### src/rtl/sipo_receiver_pkg.sv
// Shared SCI serial-path constants, common to the SIPO receiver and PISO transmitter.
package sipo_receiver_pkg;

    // Default serial word width in bits.
    localparam int unsigned SCI_WORD_W = 8;

    // Bit-order convention on the serial line: the first bit on the wire is the LSB.
    localparam bit SCI_LSB_FIRST = 1'b1;

endpackage

### src/rtl/sipo_receiver_if.sv
// Serial-in / parallel-out bus between a producer/consumer (master) and the receiver (slave).
//   sin, shift_in, clear  : serial bit, bit strobe, synchronous flush (master -> slave)
//   pout, pout_valid      : held word and its valid flag (slave -> master)
//   pout_ready            : consumer accepts pout (master -> slave)
//   busy, overrun         : partial word in progress, sticky dropped-word flag (slave -> master)
interface sipo_receiver_if #(
    parameter int unsigned DEPTH = sipo_receiver_pkg::SCI_WORD_W
);
    logic             sin;
    logic             shift_in;
    logic             clear;
    logic [DEPTH-1:0] pout;
    logic             pout_valid;
    logic             pout_ready;
    logic             busy;
    logic             overrun;

    modport master (
        output sin, shift_in, clear, pout_ready,
        input  pout, pout_valid, busy, overrun
    );

    modport slave (
        input  sin, shift_in, clear, pout_ready,
        output pout, pout_valid, busy, overrun
    );
endinterface

### src/rtl/sipo_receiver_shift_reg.sv
// DEPTH enable flops shifting right, serial input at the MSB.
//   i_clk, i_rst_n : clock, async active-low reset
//   i_en           : shift one bit in
//   i_clr          : synchronous zero, overrides i_en
//   i_sin          : serial bit inserted at bit DEPTH-1
//   o_q            : register contents
module sipo_shift_reg #(
    parameter int unsigned DEPTH = 8
) (
    input  logic             i_clk,
    input  logic             i_rst_n,
    input  logic             i_en,
    input  logic             i_clr,
    input  logic             i_sin,
    output logic [DEPTH-1:0] o_q
);
    logic [DEPTH-1:0] r_q;
    logic [DEPTH-1:0] w_d;

    // Next value: flush on clear, otherwise shift right with new bit at the MSB.
    always_comb begin
        w_d = i_clr ? '0 : {i_sin, r_q[DEPTH-1:1]};
    end

    always_ff @(posedge i_clk or negedge i_rst_n) begin
        if (!i_rst_n) begin
            r_q <= '0;
        end else if (i_en || i_clr) begin
            r_q <= w_d;
        end
    end

    assign o_q = r_q;
endmodule

### src/rtl/sipo_receiver.sv
// SCI serial receiver: assembles DEPTH LSB-first bits into a word held behind valid/ready.
//   i_clk, i_rst_n : clock, async active-low reset
//   bus (slave)    : sin/shift_in/clear in, pout/pout_valid out, pout_ready in, busy/overrun out
module sipo_receiver
    import sipo_receiver_pkg::*;
#(
    parameter int unsigned DEPTH = SCI_WORD_W
) (
    input  logic           i_clk,
    input  logic           i_rst_n,
    sipo_receiver_if.slave bus
);
    localparam int unsigned CNT_W = (DEPTH > 1) ? $clog2(DEPTH) : 1;
    localparam logic [CNT_W-1:0] LAST_BIT = CNT_W'(DEPTH - 1);

    localparam logic [0:0] HOLD_EMPTY = 1'b0;
    localparam logic [0:0] HOLD_FULL  = 1'b1;

    logic [0:0]       r_state,   w_state_nx;
    logic [CNT_W-1:0] r_count,   w_count_nx;
    logic [DEPTH-1:0] r_pout,    w_pout_nx;
    logic             r_overrun, w_overrun_nx;
    logic             r_busy,    w_busy_nx;

    logic [DEPTH-1:0] w_shift_q;
    logic [DEPTH-1:0] w_word;
    logic             w_accept;
    logic             w_complete;
    logic             w_unused_q0;

    assign w_accept   = bus.shift_in && !bus.clear;
    assign w_complete = w_accept && (r_count == LAST_BIT);
    // Completed word includes the bit being sampled this cycle; shift bit 0 is about to fall off.
    assign w_word      = {bus.sin, w_shift_q[DEPTH-1:1]};
    assign w_unused_q0 = w_shift_q[0];

    sipo_shift_reg #(.DEPTH(DEPTH)) u_shift (
        .i_clk   (i_clk),
        .i_rst_n (i_rst_n),
        .i_en    (w_accept),
        .i_clr   (bus.clear),
        .i_sin   (bus.sin),
        .o_q     (w_shift_q)
    );

    // State and output registers.
    always_ff @(posedge i_clk or negedge i_rst_n) begin
        if (!i_rst_n) begin
            r_state   <= HOLD_EMPTY;
            r_count   <= '0;
            r_pout    <= '0;
            r_overrun <= 1'b0;
            r_busy    <= 1'b0;
        end else begin
            r_state   <= w_state_nx;
            r_count   <= w_count_nx;
            r_pout    <= w_pout_nx;
            r_overrun <= w_overrun_nx;
            r_busy    <= w_busy_nx;
        end
    end

    // Next-state: bit counter, holding register and overrun; clear overrides all.
    always_comb begin
        w_state_nx   = r_state;
        w_count_nx   = r_count;
        w_pout_nx    = r_pout;
        w_overrun_nx = r_overrun;

        if (bus.clear) begin
            w_state_nx   = HOLD_EMPTY;
            w_count_nx   = '0;
            w_pout_nx    = '0;
            w_overrun_nx = 1'b0;
        end else begin
            if (w_accept) begin
                w_count_nx = w_complete ? '0 : r_count + CNT_W'(1);
            end
            case (r_state)
                HOLD_EMPTY: begin
                    if (w_complete) begin
                        w_pout_nx  = w_word;
                        w_state_nx = HOLD_FULL;
                    end
                end
                HOLD_FULL: begin
                    if (bus.pout_ready) begin
                        if (w_complete) begin
                            w_pout_nx = w_word;
                        end else begin
                            w_state_nx = HOLD_EMPTY;
                        end
                    end else if (w_complete) begin
                        // Held word is unconsumed: drop the new one.
                        w_overrun_nx = 1'b1;
                    end
                end
                default: begin
                    w_state_nx = HOLD_EMPTY;
                end
            endcase
        end

        w_busy_nx = (w_count_nx != '0);
    end

    assign bus.pout       = r_pout;
    assign bus.pout_valid = (r_state == HOLD_FULL);
    assign bus.busy       = r_busy;
    assign bus.overrun    = r_overrun;
endmodule

### src/flat_wrapper.sv
// flat-port wrapper written by rule: the top's interface ports become plain ports
module sipo_receiver_flat import sipo_receiver_pkg::*;
#(
    parameter int unsigned DEPTH = SCI_WORD_W
)
  (i_clk, i_rst_n, bus_sin, bus_shift_in, bus_clear, bus_pout_ready, bus_pout, bus_pout_valid, bus_busy, bus_overrun);
  sipo_receiver_if #(.DEPTH(DEPTH)) bus_i ();
  input  logic i_clk;
  input  logic i_rst_n;
  input wire logic [$bits(bus_i.sin)-1:0] bus_sin;
  input wire logic [$bits(bus_i.shift_in)-1:0] bus_shift_in;
  input wire logic [$bits(bus_i.clear)-1:0] bus_clear;
  input wire logic [$bits(bus_i.pout_ready)-1:0] bus_pout_ready;
  output wire logic [$bits(bus_i.pout)-1:0] bus_pout;
  output wire logic [$bits(bus_i.pout_valid)-1:0] bus_pout_valid;
  output wire logic [$bits(bus_i.busy)-1:0] bus_busy;
  output wire logic [$bits(bus_i.overrun)-1:0] bus_overrun;
  assign bus_i.sin = bus_sin;
  assign bus_i.shift_in = bus_shift_in;
  assign bus_i.clear = bus_clear;
  assign bus_i.pout_ready = bus_pout_ready;
  assign bus_pout = bus_i.pout;
  assign bus_pout_valid = bus_i.pout_valid;
  assign bus_busy = bus_i.busy;
  assign bus_overrun = bus_i.overrun;
  sipo_receiver #(.DEPTH(DEPTH)) u_core (.i_clk(i_clk), .i_rst_n(i_rst_n), .bus(bus_i));
endmodule
### config.mk
export PLATFORM = sky130hd
export DESIGN_NAME = sipo_receiver_flat
export DESIGN_NICKNAME = d
export VERILOG_FILES = /design/src/rtl/sipo_receiver_pkg.sv /design/src/rtl/sipo_receiver_if.sv /design/src/rtl/sipo_receiver_shift_reg.sv /design/src/rtl/sipo_receiver.sv /design/src/flat_wrapper.sv
export SDC_FILE = /design/constraint.sdc
export NUM_CORES = 1
export LEC_CHECK = 0
export ABC_CLOCK_PERIOD_IN_PS = 3100
export BUFFER_PORTS_ARGS = -buffer_cell sky130_fd_sc_hd__buf_2
export CORE_MARGIN = 8
export CORE_UTILIZATION = 45
export DETAILED_ROUTE_END_ITERATION = 7
export PLACE_DENSITY = 0.66
export RECOVER_POWER = 50
export SYNTH_ARGS = -nofsm -noshare
export SYNTH_HDL_FRONTEND = slang
export SYNTH_HIERARCHICAL = 1
export SYNTH_SLANG_ARGS = --single-unit
### constraint.sdc
create_clock -name i_clk -period 3.1 [get_ports i_clk]
set_input_delay 0.31 -clock i_clk [delete_from_list [all_inputs] [get_ports i_clk]]
set_output_delay 0.31 -clock i_clk [all_outputs]
set_load 0.005 [all_outputs]
Word level (Yosys, flattened, before mapping)
Index checks and enable logic that the tools add are counted.
W data, S select, Z words.
- reduce and logical (&&, ||, !) cells: 8
- equality and inequality tests: 3
- bitwise operators: 1
- mux-type cells: 16
- add/subtract/negate cells: 1
- operators by type and width (kind ; number):
    $mux W8 ; 4
    $pmux W8 S2 ; 1
    $mux W3 ; 3
    $mux W1 ; 7
    $reduce_bool A2 Y1 ; 2
    $add A3 B1 Y3 const B ; 1
    $eq A3 B3 Y1 const B ; 1
    $ne A3 B3 Y1 const B ; 1
    $reduce_and A3 Y1 ; 1
    $reduce_bool A3 Y1 ; 1
    $logic_and A1 B1 Y1 ; 2
    $ne A2 B2 Y1 const B ; 1
    $pmux W1 S2 ; 1
    $logic_not A1 Y1 ; 1
    $logic_or A1 B1 Y1 ; 1
    $not A1 Y1 ; 1
- flip-flop bits (word level): 22
- word-level logic and storage cells: 35
- bits of input ports: 6

Logic depth before layout (Yosys ltp)
- depth after elaboration: 7
- gate-level depth with buffers: 6

Cells and area by module
The synthesis kept the hierarchy.
- by module, submodules not included (module ; cells an instance ; seq. area each (µm²) ; times used ; area an instance (µm²)):
    sipo_receiver ; 65 ; 350.3 ; 1 ; 696.9
    sipo_shift_reg ; 26 ; 200.2 ; 1 ; 325.3

Worst setup path after synthesis
Ideal clock, no wire load.
- path type: flip-flop to flip-flop
- start point: register u_core.r_count[0]
- end point: register u_core.r_count[2]
- buffers on the path: 0
- clock period less this slack: 1383 ps
- arrival time: 1306 ps
- cell stages (with the launch flop): 6
- path slack: 1717 ps
- data required time: 3022 ps
- cells stage by stage: dfrtp_1 ha_1 ha_1 inv_1 or3_1 a21oi_1
- cells in the longest elaborated chain, start to end: 5
- elaborated cells on any way between the ends: 6
- classes of those cells: add/sub: 1; eq/ne: 1; mux: 3; reduce/logical: 1
- RTL lines (what ; RTL line ; text):
    start: declaration ; sipo_receiver.sv:20 ; logic [CNT_W-1:0] r_count, w_count_nx;
    start signal: assignment ; sipo_receiver.sv:56 ; r_count <= w_count_nx;
    branches (longest 2 deep; another with $add A3 B1 Y3) ; -- ;
    $mux W3 (*) ; sipo_receiver.sv:77 ; w_count_nx = w_complete ? '0 : r_count + CNT_W'(1);
    $mux W3 (*) ; sipo_receiver.sv:76 ; if (w_accept) begin
    $mux W3 (*) ; sipo_receiver.sv:70 ; if (bus.clear) begin
    net u_core.w_count_nx[2] ; sipo_receiver.sv:20 ;
Mark *: on every way through the listed nets, which the timed path passes.
A chain may end at the register's enable or synchronous reset.

Final worst setup path
- start point: register u_core.r_count[0]
- end point: register u_core.r_pout[1], in the netlist u_core/bus.pout[1]
- cells in the longest elaborated chain, start to end: 6
- RTL lines (what ; RTL line ; text):
    $eq A3 B3 Y1 (*) ; sipo_receiver.sv:32 ; assign w_complete = w_accept && (r_count == LAST_BIT);
    $logic_and A1 B1 Y1 (*) ; sipo_receiver.sv:32 ;
    $mux W8 (*) ; -- ;
    $mux W8 ; -- ;
    $pmux W8 S2 (*) ; -- ;
    $mux W8 (*) ; -- ;
    end signal: assignment ; sipo_receiver.sv:57 ; r_pout <= w_pout_nx;
    end: declaration ; sipo_receiver.sv:21 ; logic [DEPTH-1:0] r_pout, w_pout_nx;
Every way passes the cells marked *; elsewhere a longest branch is shown, timed or not. The select of a mux whose other input is x is not followed.

==> results.sh <==
export IMPL_clk_path_buf_depth=2
export IMPL_gp_congestion=0.7495
export IMPL_dp_cells=127
export IMPL_route_antenna_remaining_nets=0
export IMPL_vdd_ir_drop_max_uv=239.5
export IMPL_synth_warnings=6
export IMPL_dpl_hpwl_um=1245
export IMPL_vias=648
export IMPL_postCtsSetupRepairBufs=0
export IMPL_wl_per_cell_um=12.87
export IMPL_hold_buffers=1
export IMPL_slew_violations=0
export IMPL_cts_sink_count=21
export IMPL_worstHoldPathType="input pin to flop"
export IMPL_grt_usage_pct=9.490
export IMPL_cts_buffers=3
export IMPL_core_mm2=0.002148
export IMPL_antenna_found_initial=0
export IMPL_status="complete, no violations"
export IMPL_skew_ps=4.931
export IMPL_fp_row_count=17
export IMPL_fmax_ghz=0.6490
export IMPL_stdcell_count=132
export IMPL_num_nets_final=113
export IMPL_antenna_cells=0
export IMPL_wirelength_um=1699
export IMPL_crit_arrival_ps=1770
export IMPL_setup_viol_count_final=0
export IMPL_rsz0062_at_grt="false"
export IMPL_maxSlewHeadroom_pct=26.22
export IMPL_die_area_mm2=0.003938
export IMPL_area_growth_pct=11.58
export IMPL_end_kind="flop"
export IMPL_final_hold_violation_count=0
export IMPL_syn_nets=96
export IMPL_power_leakage_nw=0.5085
export IMPL_drt_iter0_drc=9
export IMPL_worst_pin_slew_ps=1107
export IMPL_fin_crit_sh_pct=49.71
export IMPL_crit_type="flop to flop"
export IMPL_final_common_cell="dfrtp_1"
export IMPL_drcViolationCount=0
export IMPL_layout_common_cells="dfrtp_1 (21), mux2i_1 (16), nand2b_1 (16)"
export IMPL_clockRootBuffer="clkbuf_4"
export IMPL_drv_cap=0
export IMPL_synthesis_instances=88
export IMPL_start_util_pct=45.78
export IMPL_path_clk_slew_ps=110
export IMPL_cts_tree="built"
export IMPL_critPathMaxFanout=8
export IMPL_grt_max_degree=31
export IMPL_gr_total_overflow=0
export IMPL_drt_pre_antenna_iters=2
export IMPL_htree_levels=1
export IMPL_finalCriticalPeriod_ps=1541
export IMPL_grt_pass1_vias=681
export IMPL_fp_dieH_um=62.75
export IMPL_synth_area_um2=983.4
export IMPL_grt_pass1_wl_um=3118
export IMPL_syn_area_per_cell_um2=11.18
export IMPL_power_density_mw_per_mm2=402.7
export IMPL_ios=17
export IMPL_tns_ps=0
export IMPL_port_buffers=16
export IMPL_die_x_um=62.75
export IMPL_critPathRequiredTime_ps=3330
export IMPL_start_kind="flop"
export IMPL_ctsResizeCount=0
export IMPL_clk_insertion_delay_late_ps=300
export IMPL_viasPerCell=4.909
export IMPL_drive_above_1_share_pct=17.31
==> stage by stage <==
stage               setup WS (ps)  cell area, um^2  power [mW]  util (%)  hold slack, ps
floorplan                    1717            983.4      0.3106         -           14.41
global route                 1379             1097      0.4674     51.08           276.2
global placement             1517             1065      0.3205     49.56           293.8
finish                       1559             1097      0.4419     51.08           273.9
CTS                          1525             1102      0.4522     51.31           262.7
detailed placement           1465             1065      0.3214     49.56           288.7
==> registers in the layout, indices dropped and copies added, names as in the netlist <==
name	cells
u_core/bus.pout	8
u_core/u_shift/o_q	7
u_core/r_count	3
u_core/bus.busy	1
u_core/bus.overrun	1
u_core/bus.pout_valid	1
==> power by group <==
| part | total (mW) | switching [mW] | internal (mW) |
|---|---|---|---|
| Combinational | 0.0348 | 0.0202 | 0.0146 |
| Sequential | 0.281 | 0.00305 | 0.278 |
| Clock | 0.126 | 0.0781 | 0.0480 |
==> path summary, 6_finish.rpt <==
| kind | slack, ps | cells past startpoint | endpoint | start |
|---|---|---|---|---|
| hold / removal | 270 | 3 | u_core/u_shift/o_q[7] | bus_sin |
| setup reg to reg | 1560 | 5 | u_core/bus.pout[1] | u_core/r_count[0] |
| setup / recovery | 1560 | 5 | u_core/bus.pout[1] | u_core/r_count[0] |
| max in group asynchronous | 1710 | 2 | u_core/bus.pout[6] | i_rst_n |
| min in group asynchronous | 730 | 2 | u_core/bus.busy | i_rst_n |
| hold reg to reg | 520 | 2 | u_core/bus.overrun | u_core/bus.overrun |
==> worst max-delay path, stage by stage, from the launching register on <==
cell,delay (ps)
dfrtp_1,430
ha_1,170
ha_1,240
nand2_1,120
nor2_4,280
mux2i_1,230
==> area by class of cell <==
class                           instances  area, um^2
Clock buffer                            3       22.52
Clock inverter                          1       5.005
Fill cell                             210        1051
Inverter                                2       10.01
Multi-Input combinational cell         60       414.1
Sequential cell                        21       525.5
Tap cell                               28       35.03
Timing Repair Buffer                   17       85.08
==> routing by layer <==
metal,vias up,GRT usage [%],part of all wire [%]
met5,-,0,0
met4,0,4.274,0.82
met3,2,3.584,4.5
met2,9,14.23,45
met1,312,11.79,50
li1,325,-,-
Power figures use the tool's default switching activity.
